--- src/rtl/vend_pkg.sv ---
// vend_pkg -- shared types and constants for the vending sequencer.
//   vend_state_t : sequencer state encoding
//   COIN_1/COIN_2: legal coin_val codes (1 and 2 units)
//   PRICE_DEF / TIMEOUT_DEF : default parameter values
//   coin_units() : coin code to credit units (0 for an illegal code)
package vend_pkg;

  typedef enum logic [2:0] {
    ST_IDLE     = 3'd0,
    ST_COLLECT  = 3'd1,
    ST_DISPENSE = 3'd2,
    ST_CHANGE   = 3'd3,
    ST_REFUND   = 3'd4
  } vend_state_t;

  localparam logic [1:0] COIN_1 = 2'b01;
  localparam logic [1:0] COIN_2 = 2'b10;

  localparam int PRICE_DEF   = 3;
  localparam int TIMEOUT_DEF = 255;

  function automatic logic [3:0] coin_units(input logic [1:0] code);
    if (code == COIN_2)      return 4'd2;
    else if (code == COIN_1) return 4'd1;
    else                     return 4'd0;
  endfunction

endpackage

--- src/rtl/vend_if.sv ---
// vend_if -- user/dispenser-facing signal bundle of the vending sequencer.
//   coin_valid, coin_val[1:0] : coin presented this cycle and its code
//   cancel                    : user cancel request (level)
//   disp_ack                  : dispenser completion acknowledge
//   disp_req                  : dispense request
//   chg_pulse                 : one pulse per returned coin unit
//   coin_reject               : pulse when a presented coin was not taken
//   busy                      : sequencer not idle
//   credit[3:0]               : accumulated credit
// modport master drives the inputs of the sequencer; slave is the sequencer.
interface vend_if;
  logic       coin_valid;
  logic [1:0] coin_val;
  logic       cancel;
  logic       disp_ack;
  logic       disp_req;
  logic       chg_pulse;
  logic       coin_reject;
  logic       busy;
  logic [3:0] credit;

  modport master (
    output coin_valid, coin_val, cancel, disp_ack,
    input  disp_req, chg_pulse, coin_reject, busy, credit
  );

  modport slave (
    input  coin_valid, coin_val, cancel, disp_ack,
    output disp_req, chg_pulse, coin_reject, busy, credit
  );
endinterface

--- src/rtl/vend_timeout.sv ---
// vend_timeout -- idle timer for the COLLECT phase.
//   clk, arstn : clock, async active-low reset
//   clr        : restart the count (accepted coin)
//   en         : count this cycle (collecting, no coin accepted)
//   expire     : high on the TIMEOUT-th consecutive enabled cycle
module vend_timeout #(
  parameter int TIMEOUT = 255
) (
  input  logic clk,
  input  logic arstn,
  input  logic clr,
  input  logic en,
  output logic expire
);

  logic [7:0] cnt;

  // cnt holds the number of enabled cycles already elapsed, so the
  // TIMEOUT-th one is seen while cnt is still TIMEOUT-1.
  assign expire = en && !clr && (cnt == 8'(TIMEOUT - 1));

  always_ff @(posedge clk or negedge arstn) begin
    if (!arstn)      cnt <= 8'd0;
    else if (clr)    cnt <= 8'd0;
    else if (expire) cnt <= 8'd0;
    else if (en)     cnt <= cnt + 8'd1;
  end

endmodule

--- src/rtl/vend_sequencer.sv ---
// vend_sequencer -- coin collection / dispense / change sequencer.
//   clk   : clock, rising edge
//   arstn : asynchronous active-low reset
//   bus   : vend_if.slave (coin inputs, cancel, dispenser handshake,
//           change pulses, reject pulse, busy, credit)
// Parameters: PRICE (coin units, 1..12), TIMEOUT (idle cycles, 1..255).
// Build option: VEND_CHANGE_EN enables the CHANGE and REFUND states; without
// it excess credit is forfeited on dispense and cancel/timeout simply clear
// the credit.
//
//   state       | meaning
//   ------------+----------------------------------------------
//   ST_IDLE     | no credit, waiting for the first coin
//   ST_COLLECT  | partial credit, waiting for coins/cancel/timeout
//   ST_DISPENSE | disp_req high, waiting for disp_ack
//   ST_CHANGE   | returning credit above PRICE, one unit per cycle
//   ST_REFUND   | returning all credit after cancel/timeout
module vend_sequencer
  import vend_pkg::*;
#(
  parameter int PRICE   = PRICE_DEF,
  parameter int TIMEOUT = TIMEOUT_DEF
) (
  input  logic clk,
  input  logic arstn,
  vend_if.slave bus
);

  localparam logic [3:0] PRICE_U = 4'(PRICE);

  vend_state_t state;
  logic        run;
  logic [3:0]  credit_q;
  logic        disp_req_q, chg_pulse_q, coin_reject_q, busy_q;

  logic [3:0]  units, sum;
  logic        coin_good, coin_ok, tmr_clr, tmr_en, expire;

  always_comb begin
    units     = coin_units(bus.coin_val);
    coin_good = bus.coin_valid && (units != 4'd0);
    coin_ok   = run && coin_good && (state == ST_IDLE || state == ST_COLLECT);
    sum       = credit_q + units;
    tmr_clr   = coin_ok;
    tmr_en    = run && (state == ST_COLLECT) && !coin_ok;
  end

  vend_timeout #(.TIMEOUT(TIMEOUT)) u_timeout (
    .clk    (clk),
    .arstn  (arstn),
    .clr    (tmr_clr),
    .en     (tmr_en),
    .expire (expire)
  );

  always_ff @(posedge clk or negedge arstn) begin
    if (!arstn) begin
      state         <= ST_IDLE;
      run           <= 1'b0;
      credit_q      <= 4'd0;
      disp_req_q    <= 1'b0;
      chg_pulse_q   <= 1'b0;
      coin_reject_q <= 1'b0;
      busy_q        <= 1'b0;
    end else if (!run) begin
      // first edge after reset release only arms the sequencer
      run <= 1'b1;
    end else begin
      coin_reject_q <= bus.coin_valid && !coin_ok;
      chg_pulse_q   <= 1'b0;
      case (state)
        ST_IDLE: begin
          if (coin_ok) begin
            credit_q <= sum;
            busy_q   <= 1'b1;
            if (sum >= PRICE_U) begin
              state      <= ST_DISPENSE;
              disp_req_q <= 1'b1;
            end else begin
              state <= ST_COLLECT;
            end
          end
        end

        ST_COLLECT: begin
          // a price-completing coin beats cancel; otherwise the coin is
          // banked and the cancel/timeout is taken on the same edge
          if (coin_ok && sum >= PRICE_U) begin
            credit_q   <= sum;
            state      <= ST_DISPENSE;
            disp_req_q <= 1'b1;
          end else if (bus.cancel || expire) begin
`ifdef VEND_CHANGE_EN
            credit_q <= coin_ok ? sum : credit_q;
            state    <= ST_REFUND;
`else
            credit_q <= 4'd0;
            state    <= ST_IDLE;
            busy_q   <= 1'b0;
`endif
          end else if (coin_ok) begin
            credit_q <= sum;
          end
        end

        ST_DISPENSE: begin
          if (bus.disp_ack) begin
            disp_req_q <= 1'b0;
`ifdef VEND_CHANGE_EN
            if (credit_q > PRICE_U) begin
              credit_q <= credit_q - PRICE_U;
              state    <= ST_CHANGE;
            end else begin
              credit_q <= 4'd0;
              state    <= ST_IDLE;
              busy_q   <= 1'b0;
            end
`else
            credit_q <= 4'd0;
            state    <= ST_IDLE;
            busy_q   <= 1'b0;
`endif
          end
        end

`ifdef VEND_CHANGE_EN
        ST_CHANGE, ST_REFUND: begin
          chg_pulse_q <= 1'b1;
          credit_q    <= credit_q - 4'd1;
          if (credit_q == 4'd1) begin
            state  <= ST_IDLE;
            busy_q <= 1'b0;
          end
        end
`endif

        default: begin
          state      <= ST_IDLE;
          credit_q   <= 4'd0;
          disp_req_q <= 1'b0;
          busy_q     <= 1'b0;
        end
      endcase
    end
  end

  assign bus.disp_req    = disp_req_q;
  assign bus.chg_pulse   = chg_pulse_q;
  assign bus.coin_reject = coin_reject_q;
  assign bus.busy        = busy_q;
  assign bus.credit      = credit_q;

endmodule

--- src/flat_wrapper.sv ---
// flat-port wrapper written by rule: the top's interface ports become plain ports
module vend_sequencer_flat import vend_pkg::*;
#(
  parameter int PRICE   = PRICE_DEF,
  parameter int TIMEOUT = TIMEOUT_DEF
)
  (clk, arstn, bus_coin_valid, bus_coin_val, bus_cancel, bus_disp_ack, bus_disp_req, bus_chg_pulse, bus_coin_reject, bus_busy, bus_credit);
  vend_if bus_i ();
  input  logic clk;
  input  logic arstn;
  input wire logic [$bits(bus_i.coin_valid)-1:0] bus_coin_valid;
  input wire logic [$bits(bus_i.coin_val)-1:0] bus_coin_val;
  input wire logic [$bits(bus_i.cancel)-1:0] bus_cancel;
  input wire logic [$bits(bus_i.disp_ack)-1:0] bus_disp_ack;
  output wire logic [$bits(bus_i.disp_req)-1:0] bus_disp_req;
  output wire logic [$bits(bus_i.chg_pulse)-1:0] bus_chg_pulse;
  output wire logic [$bits(bus_i.coin_reject)-1:0] bus_coin_reject;
  output wire logic [$bits(bus_i.busy)-1:0] bus_busy;
  output wire logic [$bits(bus_i.credit)-1:0] bus_credit;
  assign bus_i.coin_valid = bus_coin_valid;
  assign bus_i.coin_val = bus_coin_val;
  assign bus_i.cancel = bus_cancel;
  assign bus_i.disp_ack = bus_disp_ack;
  assign bus_disp_req = bus_i.disp_req;
  assign bus_chg_pulse = bus_i.chg_pulse;
  assign bus_coin_reject = bus_i.coin_reject;
  assign bus_busy = bus_i.busy;
  assign bus_credit = bus_i.credit;
  vend_sequencer #(.PRICE(PRICE), .TIMEOUT(TIMEOUT)) u_core (.clk(clk), .arstn(arstn), .bus(bus_i));
endmodule
--- config.mk ---
export PLATFORM = sky130hd
export DESIGN_NAME = vend_sequencer_flat
export DESIGN_NICKNAME = d
export VERILOG_FILES = /design/src/rtl/vend_pkg.sv /design/src/rtl/vend_if.sv /design/src/rtl/vend_timeout.sv /design/src/rtl/vend_sequencer.sv /design/src/flat_wrapper.sv
export SDC_FILE = /design/constraint.sdc
export NUM_CORES = 1
export LEC_CHECK = 0
export ABC_AREA = 1
export BUFFER_PORTS_ARGS = -buffer_cell sky130_fd_sc_hd__buf_2
export CORE_MARGIN = 10
export CORE_UTILIZATION = 50
export CTS_CLUSTER_SIZE = 24
export DETAILED_ROUTE_END_ITERATION = 12
export HOLD_SLACK_MARGIN = 0.02
export PLACE_DENSITY = 0.81
export SLEW_MARGIN = 20
export SYNTH_ARGS = -nofsm -noshare
export SYNTH_HDL_FRONTEND = slang
export SYNTH_HIERARCHICAL = 1
export SYNTH_SLANG_ARGS = --single-unit
--- constraint.sdc ---
create_clock -name clk -period 2.4 [get_ports clk]
set_input_delay 0.24 -clock clk [delete_from_list [all_inputs] [get_ports clk]]
set_output_delay 0.24 -clock clk [all_outputs]
set_load 0.03 [all_outputs]
==> key figures, run 1 <==
Status
  • Status: completed

Critical path
  • Largest stage delay, worst path: roughly 0.47 ns
  • Critical Path Start Type: flip-flop
  • Reg-to-Reg Start: u_core/state[1]
  • Slowest CP cell: dfrtp_1
  • Setup slack, reg-to-reg: approximately 0.35 ns
  • Crit path top cell by count: nand2_1
  • Crit. End Element: flip-flop
  • Worst Path Class, Setup: flip-flop to flip-flop
  • Crit path launch: u_core/state[1]
  • Max FO, Critical Path: 5
  • WP buf/inv: 4
  • Worst-path cell chain: inv_2 -> nand2_2 -> inv_1 -> nand2_1 -> nor2_1 -> nand3_1 -> nor3_1 -> nor3_4 -> inv_2 -> a22oi_1 -> nand2_1 -> nand3_1 -> nand2_1 -> inv_1
  • CP arrival: between 2 and 2.5 ns
  • CP required: around 2.6 ns
  • Top delay family on crit path: simple AND/OR/NAND/NOR gates

Clock tree
  • Clock latency at the later pin of the worst-skew pair: around 0.31 ns
  • Clk root buf: clkbuf_4
  • Total CTS buffers: 3
  • Worst-path clk slew: 0.12 ns
  • CTS tree: built
  • Clk buf depth: 2
  • PostCTS Resize Cnt: 0
  • H-tree Lvls: 1
  • Clock Sink Count: 18

Synthesis
  • Post-Syn Instances: approximately 190
  • YS warnings: 6
  • Synth Register Bits: 18
  • Synth Area in Adders: roughly 7.0%
  • Complex-gate fraction of the synthesized area: under 10%
  • Synth Area in XOR/XNOR: 1.92%
  • Syn_nets: 200
  • Synthesized area per cell: between 7 and 8 um2
  • Area share of and/or/nand/nor cells after synthesis: roughly 42%
  • Multiplexer share of the synthesized area: 0%
  • Combinational family with the most area after synthesis: simple AND/OR/NAND/NOR gates
  • Post-synth EDFFs: 0
  • Synth Cell Area: 0.00137 mm2
  • Synth cell types: 31
  • Dominant synthesized flop cell: dfrtp_1
  • Sequential element share of the synthesized area: 33.0%
  • Async set-or-reset flop fraction in the synthesized netlist: 100%

Placed design
  • Area post-placement: roughly 0.0014 mm2
  • Dpl hpwl: 2.08 mm
  • Post-place setup slack: 0.220 ns
  • Number of buffers added on ports: 13
  • GP Congestion: around 0.9
  • Post-Place Cells: around 230

Route
  • DRC viols: 0
  • DR pass1 iterations: 4
  • DR iter-0 viols: 32
  • Vias: around 1200
  • Post-DR vias/cell: 5.00
  • WL per Instance: around 12 um
  • Post-Route WL: between 2 and 3 mm
  • Antenna Nets Post-Route: 0

Timing
  • Setup TNS: 0 ns
  • Period utilization: 85.5%
  • Final worst slack: 0.349 ns
  • Worst slew pin tran: between 0.5 and 0.6 ns
  • Fmax: roughly 490 MHz
  • Final Critical Period: ~2 ns
  • RSZ-0062 raised after global routing: no
  • Relative max-transition margin: around 63%
  • Max Slew Vio Count: 0
  • Hold Fails Final Rpt: 0
  • Clock Skew: roughly 0.014 ns
  • Endpoints failing setup: 0

Floorplan
  • Die X: approximately 72 um
  • Chip Height: approximately 72 um
  • Initial core utilization: a little over half
  • Top-Level Pins: 15
  • Die area: around 0.0052 mm2
  • Rows: 18
  • Total core area: approximately 0.0025 mm2

Final layout
  • # diodes: 0
  • Area Overhead vs Synth: 8.89%
  • Final Non-Filler Cells: approximately 230
  • Design Area, Final: 0.00149 mm2
  • Layout cells sized above 1: between 20% and 30%
  • Fillers: 238
  • Multi-input gate area: between 700 and 800 um2
  • Final-stage net count: between 200 and 250
  • FF/Latch Area: approximately 450 um2

Worst hold path
  • Hold Path Origin: bus_coin_valid
  • Hold Path Class: input port to flip-flop

Global route
  • Vias in the first global route: 1072
  • Initial antenna violation count: 0
  • Total grt overflow: 0
  • GRT Overall Usage: 10.7%
  • Largest net degree at the start of global routing: 19
  • First-pass GRT wire length: between 4 and 5 mm

Pwr
  • Pwr Density: roughly 930 mW/mm2
  • Maximum vdd ir drop: around 0.8 mV
  • Leak: between 0.0007 and 0.0008 uW

Flow run
  • Max Cap Viol: 0
-- state kept, by name (all words and copies together), names as in the netlist --
signal / flops
u_core/bus.busy: 1
u_core/bus.coin_reject: 1
u_core/bus.credit: 4
u_core/bus.disp_req: 1
u_core/run: 1
u_core/state: 2
u_core/u_timeout/cnt: 8
-- final cells by class --
type	count	area share, %
clock buffer	4	2.44
inverter	25	6.65
sequential	18	30.3
timing repair buffer	14	5.05
multi-input combinational	141	53.0
tap	30	2.53
-- cells in the mapped netlist (all sizes together) (2+ instances only) --
library cell / instances / area [um2]
xnor2: 2 / 17.5
nand2: 74 / 314
nor2: 18 / 87.6
nand3: 19 / 125
a21oi: 6 / 52.6
ha: 6 / 75.1
inv: 24 / 90.1
conb: 2 / 7.51
buf: 2 / 27.5
o21ai: 5 / 25.0
nor3: 2 / 21.3
dfrtp: 18 / 450
-- worst min-delay path, stage by stage --
cell,delay [ns]
buf_2,0.12
nand3_1,0.07
o21ai_0,0.08
-- worst paths after layout --
kind	endpoint	cells past startpoint
min reg2reg	u_core/bus.busy	2
min in group asynchronous	u_core/state[1]	2
max in group asynchronous	u_core/u_timeout/cnt[7]	2
max	u_core/bus.credit[3]	14
max reg2reg	u_core/bus.credit[3]	14
min	u_core/bus.coin_reject	3
-- logic make-up (layout without fill, tap and decap cells) --
family                   after synthesis  after routing
AO/OA/AOI/OAI                         12             12
XOR/XNOR                               3              3
flip-flops                            18             18
buffers and inverters                 27             43
other                                  2              2
adder cells (fa/ha/maj)                7              7
AND/OR/NAND/NOR                      117            117
-- power breakdown --
part           internal (uW)  switching (uW)
clock                   92.5             104
combinational            233             486
sequential               381            91.5
-- what timing repair did --
| item | 4_1_cts | 5_1_grt |
|---|---|---|
| hold endpoints to repair | 18 | 0 |
| hold buffers | 1 | 0 |
| setup buffers | 0 | 0 |
-- placed cells by master (no fill, tap or decap), drive strengths merged --
cell,instances
xor2,1
conb,2
nand2,74
nand4,1
clkbuf,4
buf,13
ha,6
nand3,19
fa,1
and2,1
inv,24
clkinv,1
nor4,1
a21oi,6
o21ai,5
nor3,2
nor2,18
nand3b,1
xnor2,2
a22oi,1
dfrtp,18
dlygate4sd3,1
-- layer usage --
layer	wire length, um	part of all wire, %	track usage, %	vias to the layer above
li1	-	-	-	613
met1	1200	45	12.4	520
met2	1310	49	18.5	26
met3	163	6.1	3.81	2
met4	12	0.45	2.37	0
met5	0	0	0	-
-- metrics by stage --
stage / hold slack [ns] / total power, uW / utilization, %
CTS: 0.228 / 1400 / 58.4
global placement: 0.193 / 1190 / 56.6
finish: 0.230 / 1390 / 58.4
detailed placement: 0.200 / 1200 / 56.6
floorplan: -0.0556 / 1030 / -
global route: 0.237 / 1510 / 58.4
No activity file was read; power rests on OpenSTA's default activity.
==> run 2, diff against run 1 <==
--- a/config.mk
+++ b/config.mk
@@ -7,8 +7,10 @@
 export LEC_CHECK = 0
 export ABC_AREA = 1
 export BUFFER_PORTS_ARGS = -buffer_cell sky130_fd_sc_hd__buf_2
+export CORE_ASPECT_RATIO = 1.4
 export CORE_MARGIN = 10
 export CORE_UTILIZATION = 50
+export CTS_BUF_LIST = sky130_fd_sc_hd__clkbuf_4 sky130_fd_sc_hd__clkbuf_8 sky130_fd_sc_hd__clkbuf_16
 export CTS_CLUSTER_SIZE = 24
 export DETAILED_ROUTE_END_ITERATION = 12
 export HOLD_SLACK_MARGIN = 0.02
==> key figures, run 2 (synthesized netlist as in run 1, its figures left out) <==
Status
  • Status: completed (unchanged)

Global route
  • Largest net degree at the start of global routing: 19 (unchanged)
  • GRT Overall Usage: 11.2% (was 10.7%)
  • First-pass GRT wire length: 4.86 mm (was 4.63 mm)
  • Total grt overflow: 0 (unchanged)
  • Vias in the first global route: 1148 (was 1072)
  • Initial antenna violation count: 0 (unchanged)

Final layout
  • Final-stage net count: 217 (unchanged)
  • FF/Latch Area: 450 um2 (unchanged)
  • Max reg flops: 8 (unchanged)
  • Area Overhead vs Synth: 9.44% (was 8.89%)
  • Most common cell after layout, fill and taps aside: nand2_1 (unchanged)
  • Largest Register: u_core/u_timeout/cnt (unchanged)
  • Final Non-Filler Cells: 238 (was 232)
  • Design Area, Final: 0.00149 mm2 (about the same)
  • # diodes: 0 (unchanged)
  • Final Core Density: 57.1% (was 58.4%)
  • Most frequent cells in the layout: nand2_1, inv_1, dfrtp_1, nand3_1, nor2_1 (unchanged)
  • Layout cells sized above 1: 20.3% (unchanged)
  • Multi-input gate area: 788 um2 (unchanged)
  • Fillers: 251 (was 238)

Pwr
  • Pwr Density: 918 mW/mm2 (was 934 mW/mm2)
  • Net Sw Frac: 48.5% (was 49.1%)
  • P_sw: 665 uW (was 681 uW)
  • Leak: 0.000773 uW (unchanged)
  • Clock power share: 13.3% (was 14.1%)
  • Sequential share of power: 34.6% (was 34.1%)
  • Maximum vdd ir drop: 0.419 mV (was 0.822 mV)
  • P_int: 707 uW (about the same)
  • Comb pwr share: 52.0% (was 51.8%)

Timing
  • Hold Fails Final Rpt: 0 (unchanged)
  • Endpoints failing setup: 0 (unchanged)
  • RSZ-0062 raised after global routing: no (unchanged)
  • Period utilization: 85.1% (was 85.5%)
  • Clock Skew: 0.00398 ns (was 0.0142 ns)
  • Setup TNS: 0 ns (unchanged)
  • Relative max-transition margin: 62.1% (was 62.8%)
  • Worst slew pin tran: 0.567 ns (was 0.555 ns)
  • Max Slew Vio Count: 0 (unchanged)
  • Fmax: 490 MHz (was 488 MHz)
  • Hold_ws: 0.228 ns (was 0.230 ns)
  • Final Critical Period: 2.04 ns (was 2.05 ns)

Placed design
  • Dpl hpwl: 2.19 mm (was 2.08 mm)
  • Post-Place Cells: 233 (was 227)
  • GP Congestion: 0.875 (was 0.902)
  • Number of buffers added on ports: 13 (unchanged)
  • Area post-placement: 0.00145 mm2 (was 0.00144 mm2)

Floorplan
  • Die area: 0.00525 mm2 (was 0.00522 mm2)
  • Total core area: 0.00262 mm2 (was 0.00254 mm2)
  • Top-Level Pins: 15 (unchanged)
  • Rows: 22 (was 18)
  • Die X: 64.2 um (was 72.3 um)
  • Initial core utilization: 52.2% (was 53.6%)
  • Chip Height: 81.8 um (was 72.3 um)

Route
  • WL per Instance: 11.4 um (was 11.5 um)
  • DRC viols: 0 (unchanged)
  • Vias: 1171 (was 1161)
  • Antenna Nets Post-Route: 0 (unchanged)
  • DR iter-0 viols: 29 (was 32)
  • DR pass1 iterations: 4 (unchanged)
  • Post-Route WL: 2.71 mm (was 2.68 mm)
  • Post-DR vias/cell: 4.92 (was 5.00)

Critical path
  • R2R Path End: u_core/bus.credit[1] (was u_core/bus.credit[3])
  • Crit. End Element: flip-flop (unchanged)
  • Max FO, Critical Path: 5 (unchanged)
  • Crit path top cell by count: nand2_1 (unchanged)
  • Worst-case reg-to-reg path depth: 14 (unchanged)
  • Slowest CP cell: dfrtp_1 (unchanged)
  • Worst-path cell chain: inv_2 -> nand2_2 -> inv_1 -> nand2_1 -> nor2_1 -> nand3_1 -> nor3_1 -> nor2_1 -> nand3_1 -> nand2_2 -> nand3_1 -> nand2_1 -> nand2_1 -> nand2_1 (was inv_2 -> nand2_2 -> inv_1 -> nand2_1 -> nor2_1 -> nand3_1 -> nor3_1 -> nor3_4 -> inv_2 -> a22oi_1 -> nand2_1 -> nand3_1 -> nand2_1 -> inv_1)
  • CP arrival: 2.23 ns (was 2.27 ns)
  • CP required: 2.59 ns (was 2.62 ns)
  • Reg-to-Reg Start: u_core/state[1] (unchanged)
  • Setup slack, reg-to-reg: 0.36 ns (was 0.35 ns)
  • Largest stage delay, worst path: 0.46 ns (was 0.47 ns)
  • Critical Path Start Type: flip-flop (unchanged)
  • Worst Path Class, Setup: flip-flop to flip-flop (unchanged)

Clock tree
  • Worst-path clk slew: 0.10 ns (was 0.12 ns)
  • Clock Sink Count: 18 (unchanged)
  • Clk buf depth: 2 (unchanged)
  • Clock latency at the later pin of the worst-skew pair: 0.28 ns (was 0.31 ns)
  • H-tree Lvls: 1 (unchanged)
  • PostCTS Resize Cnt: 0 (unchanged)
  • Clk root buf: clkbuf_4 (unchanged)
  • Total CTS buffers: 3 (unchanged)
  • CTS tree: built (unchanged)

Worst hold path
  • Hold Path Class: input port to flip-flop (unchanged)
  • Hold endpoint: u_core/bus.coin_reject (unchanged)
  • Hold Path Origin: bus_coin_valid (unchanged)
  • Hold Path Stages: 3 (unchanged)

Flow run
  • Max Cap Viol: 0 (unchanged)
## run 2: cell counts in the layout (fill, tap and decap cells not counted)
Identical to the previous run, type by type.
## run 2: layout make-up
| cell class | count | area share (%) |
|---|---|---|
| inverters | 25 | 6.62 |
| flip-flops and latches | 18 | 30.2 |
| well taps | 36 | 3.02 |
| repair buffers | 14 | 5.03 |
| clock buffers | 4 | 2.43 |
| multi-input cells | 141 | 52.8 |
## run 2: how the worst max path moves through the flow
| stage | to | start | cells after the start |
|---|---|---|---|
| floorplan | u_core/bus.credit[1] | u_core/bus.credit[0] | 12 |
| global placement | u_core/bus.credit[3] | bus_coin_val[0] | 16 |
| detailed placement | u_core/bus.credit[1] | bus_coin_val[0] | 16 |
| CTS | u_core/bus.credit[1] | u_core/state[1] | 14 |
| global route | u_core/bus.credit[1] | u_core/state[1] | 14 |
| finish | u_core/bus.credit[1] | u_core/state[1] | 14 |
## run 2: repair_timing
item	CTS	global route
endpoints found under the hold margin	18	0
hold buffers	1	0
buffers inserted	0	0
## run 2: worst max-delay path: cells and delay by family, from the launching register on
| family | cells | cell delay [ns] |
|---|---|---|
| simple gates | 12 | 1.21 |
| flops | 1 | 0.46 |
| buf+inv | 2 | 0.27 |
## run 2: metal layers
layer,share of wire (%),GRT usage (%),up-vias
li1,-,-,608
met1,42,11.5,546
met2,54,22.0,13
met3,3.2,1.91,4
met4,1.1,4.51,0
met5,0,0,-
## run 2: through the flow
step | setup WS [ns] | power, uW
CTS | 0.332 | 1390
detailed placement | 0.204 | 1200
global placement | 0.229 | 1190
finish | 0.357 | 1370
global route | 0.123 | 1500
floorplan | 0.383 | 1030
## run 2: power by group through the flow
| stage | Combinational, uW | Clock, uW | Sequential, uW |
|---|---|---|---|
| after global routing | 808 | 202 | 493 |
| after detailed placement | 715 | 0 | 485 |
| after global placement | 706 | 0 | 483 |
| after CTS | 721 | 189 | 478 |
| final | 714 | 183 | 475 |
| after floorplan | 471 | 0 | 561 |
==> run 3, diff against run 2 <==
--- a/config.mk
+++ b/config.mk
@@ -5,7 +5,7 @@
 export SDC_FILE = /design/constraint.sdc
 export NUM_CORES = 1
 export LEC_CHECK = 0
-export ABC_AREA = 1
+export ABC_AREA = 0
 export BUFFER_PORTS_ARGS = -buffer_cell sky130_fd_sc_hd__buf_2
 export CORE_ASPECT_RATIO = 1.4
 export CORE_MARGIN = 10
==> key figures, run 3 <==
Critical path
  • Crit. End Element: flip-flop (unchanged)
  • CP arrival: 2.45 ns (was 2.23 ns)
  • Worst Path Class, Setup: flip-flop to flip-flop (unchanged)
  • CP required: 2.57 ns (was 2.59 ns)
  • Max FO, Critical Path: 5 (unchanged)
  • Critical Path Start Type: flip-flop (unchanged)

Synthesis
  • Post-synth EDFFs: 0 (unchanged)
  • Commonest cells post-synth: dfrtp_1, nand2_1, nor2_1, a21oi_1, inv_1 (was nand2_1, inv_1, dfrtp_1, nand3_1, nor2_1)
  • Post-Syn Instances: 142 (was 186)
  • Largest cells by area after synthesis: dfrtp_1, ha_1, nand2_1 (was dfrtp_1, nand2_1, nand3_1)
  • Async set-or-reset flop fraction in the synthesized netlist: 100% (unchanged)
  • Synth Register Bits: 18 (unchanged)
  • Most common cell in the synthesized netlist: dfrtp_1 (was nand2_1)
  • Synth Cell Area: 0.00125 mm2 (was 0.00137 mm2)
  • Dominant synthesized flop cell: dfrtp_1 (unchanged)
  • Sequential element share of the synthesized area: 36.0% (was 33.0%)
  • Area leader, netlist: dfrtp_1 (unchanged)
  • YS warnings: 6 (unchanged)
  • Syn_nets: 156 (was 200)
  • Synth cell types: 50 (was 31)
  • Synthesized area per cell: 8.81 um2 (was 7.34 um2)
  • Area share of the largest cell type after synthesis: 36.0% (was 33.0%)

Final layout
  • Area Overhead vs Synth: 19.2% (was 9.44%)
  • Final-stage net count: 182 (was 217)
  • Final Core Density: 62.4% (was 57.1%)
  • Most frequent cells in the layout: dfrtp_1, nand2_1, buf_2, buf_4, nor2_1 (was nand2_1, inv_1, dfrtp_1, nand3_1, nor2_1)
  • Final Non-Filler Cells: 200 (was 238)
  • Most common cell after layout, fill and taps aside: dfrtp_1 (was nand2_1)
  • Max reg flops: 8 (unchanged)
  • Design Area, Final: 0.00149 mm2 (about the same)
  • # diodes: 0 (unchanged)
  • Largest Register: u_core/u_timeout/cnt (unchanged)
  • Layout cells sized above 1: 24.1% (was 20.3%)

Timing
  • Max Slew Vio Count: 0 (unchanged)
  • Period utilization: 94.8% (was 85.1%)
  • Relative max-transition margin: 59.9% (was 62.1%)
  • Worst slew pin tran: 0.598 ns (was 0.567 ns)
  • RSZ-0062 raised after global routing: no (unchanged)
  • Endpoints failing setup: 0 (unchanged)
  • Final Critical Period: 2.27 ns (was 2.04 ns)
  • Clock Skew: 0.00387 ns (was 0.00398 ns)
  • Fmax: 440 MHz (was 490 MHz)
  • Hold Fails Final Rpt: 0 (unchanged)

Clock tree
  • Post-CTS setup buffers: 0 (unchanged)
  • CTS tree: built (unchanged)
  • Worst-path clk slew: 0.10 ns (about the same)
  • Clock latency at the later pin of the worst-skew pair: 0.29 ns (was 0.28 ns)
  • H-tree Lvls: 1 (unchanged)
  • Total CTS buffers: 3 (unchanged)
  • Clock Sink Count: 18 (unchanged)
  • Clk buf depth: 2 (unchanged)
  • Clk root buf: clkbuf_4 (unchanged)

Placed design
  • Number of buffers added on ports: 13 (unchanged)
  • Area post-placement: 0.00146 mm2 (was 0.00145 mm2)
  • Post-Place Cells: 196 (was 233)
  • Dpl hpwl: 2.24 mm (was 2.19 mm)
  • GP Congestion: 0.866 (was 0.875)

Route
  • Vias: 1192 (was 1171)
  • WL per Instance: 14.9 um (was 11.4 um)
  • DRC viols: 0 (unchanged)
  • Post-DR vias/cell: 5.96 (was 4.92)
  • Post-Route WL: 2.99 mm (was 2.71 mm)
  • Antenna Nets Post-Route: 0 (unchanged)
  • DR iter-0 viols: 89 (was 29)
  • DR pass1 iterations: 4 (unchanged)

Global route
  • Largest net degree at the start of global routing: 19 (unchanged)
  • Total grt overflow: 0 (unchanged)
  • Initial antenna violation count: 0 (unchanged)
  • Vias in the first global route: 1164 (was 1148)
  • First-pass GRT wire length: 5.12 mm (was 4.86 mm)
  • GRT Overall Usage: 12.3% (was 11.2%)

Pwr
  • Maximum vdd ir drop: 0.547 mV (was 0.419 mV)
  • Leak: 0.000683 uW (was 0.000773 uW)
  • Pwr Density: 955 mW/mm2 (was 918 mW/mm2)

Floorplan
  • Initial core utilization: 52.3% (was 52.2%)
  • Die area: 0.00493 mm2 (was 0.00525 mm2)
  • Total core area: 0.00239 mm2 (was 0.00262 mm2)
  • Rows: 21 (was 22)
  • Chip Height: 79.2 um (was 81.8 um)
  • Die X: 62.3 um (was 64.2 um)
  • Top-Level Pins: 15 (unchanged)

Worst hold path
  • Hold Path Class: input port to flip-flop (unchanged)

Flow run
  • Max Cap Viol: 0 (unchanged)

Status
  • Status: completed (unchanged)
run 3: cell count changes in the layout (fill, tap and decap cells not counted), moves of 4 or more:
cell / before / now
a21o_1: 0 / 4
a31oi_1: 0 / 4
buf_4: 0 / 13
inv_1: 20 / 6
nand2_1: 65 / 15
nand2_2: 8 / 1
nand3_1: 16 / 4
nor2_1: 14 / 10
run 3: timing repair:
| action | CTS | global route |
|---|---|---|
| hold buffers | 1 | 0 |
| endpoints found under the hold margin | 18 | 0 |
| gates resized for setup | 0 | 0 |
run 3: layer usage:
metal	part of all wire, %	wire, um	GRT usage, %	vias to the layer above
li1	-	-	-	575
met3	5.6	167	2.53	4
met1	40	1200	12.7	577
met5	0	0	0	-
met2	53	1580	22.5	36
met4	1.3	38	7.17	0
run 3: cell type report:
| cell class | count | area (um2) |
|---|---|---|
| sequential | 18 | 450 |
| tap | 34 | 42.5 |
| fill | 224 | 900 |
| timing repair buffer | 27 | 173 |
| inverter | 10 | 45.0 |
| multi-input combinational | 108 | 758 |
| clock buffer | 3 | 22.5 |
run 3: metrics by stage:
| stage | hold slack, ns | TNS [ns] | setup WS [ns] | total power, uW |
|---|---|---|---|---|
| after floorplan | -0.0556 | -0.134 | -0.0670 | 1040 |
| after detailed placement | 0.204 | -0.0578 | -0.0388 | 1270 |
| after global routing | 0.216 | 0 | 0.00587 | 1540 |
| after global placement | 0.197 | 0 | 0.0243 | 1240 |
| after CTS | 0.206 | 0 | 0.158 | 1430 |
| final | 0.220 | 0 | 0.126 | 1420 |
run 3: cells by family after synthesis:
| logic type | share of synthesized area (%) |
|---|---|
| AOI/OAI and AO/OA | 24.8 |
| xor gates and xnor gates | 1.40 |
| adders and majority gates | 7.60 |
| buffers and inverters | 6.10 |
| DFF | 36.0 |
| muxes | 1.60 |
| other | 0.600 |
| and+or+nand+nor | 21.9 |
run 3: report_power, final:
| part | switching (uW) | leakage (uW) | total (uW) | internal, uW |
|---|---|---|---|---|
| sequential | 123 | 0.000215 | 520 | 396 |
| clock | 89.4 | 0.0000138 | 148 | 58.2 |
| combinational | 442 | 0.000455 | 757 | 315 |
| total | 655 | 0.000683 | 1420 | 769 |
run 3: final timing paths:
check / depth (start not counted) / start / to / slack, ns
max: 7 / u_core/bus.credit[0] / u_core/bus.credit[1] / 0.13
min: 3 / bus_coin_valid / u_core/bus.coin_reject / 0.22
max reg2reg: 7 / u_core/bus.credit[0] / u_core/bus.credit[1] / 0.13
min reg2reg: 1 / u_core/bus.disp_req / u_core/bus.disp_req / 0.49
max in group asynchronous: 2 / arstn / u_core/bus.credit[1] / 1.69
min in group asynchronous: 2 / arstn / u_core/bus.coin_reject / 0.41
run 3: worst max-delay path, stage by stage, from the launching register on:
cell and delay [ns]:
dfrtp_1 0.43, ha_1 0.24, fa_1 0.41, xor2_1 0.20, a21oi_1 0.14, o21ai_0 0.15, and2_1 0.25, a221o_1 0.34
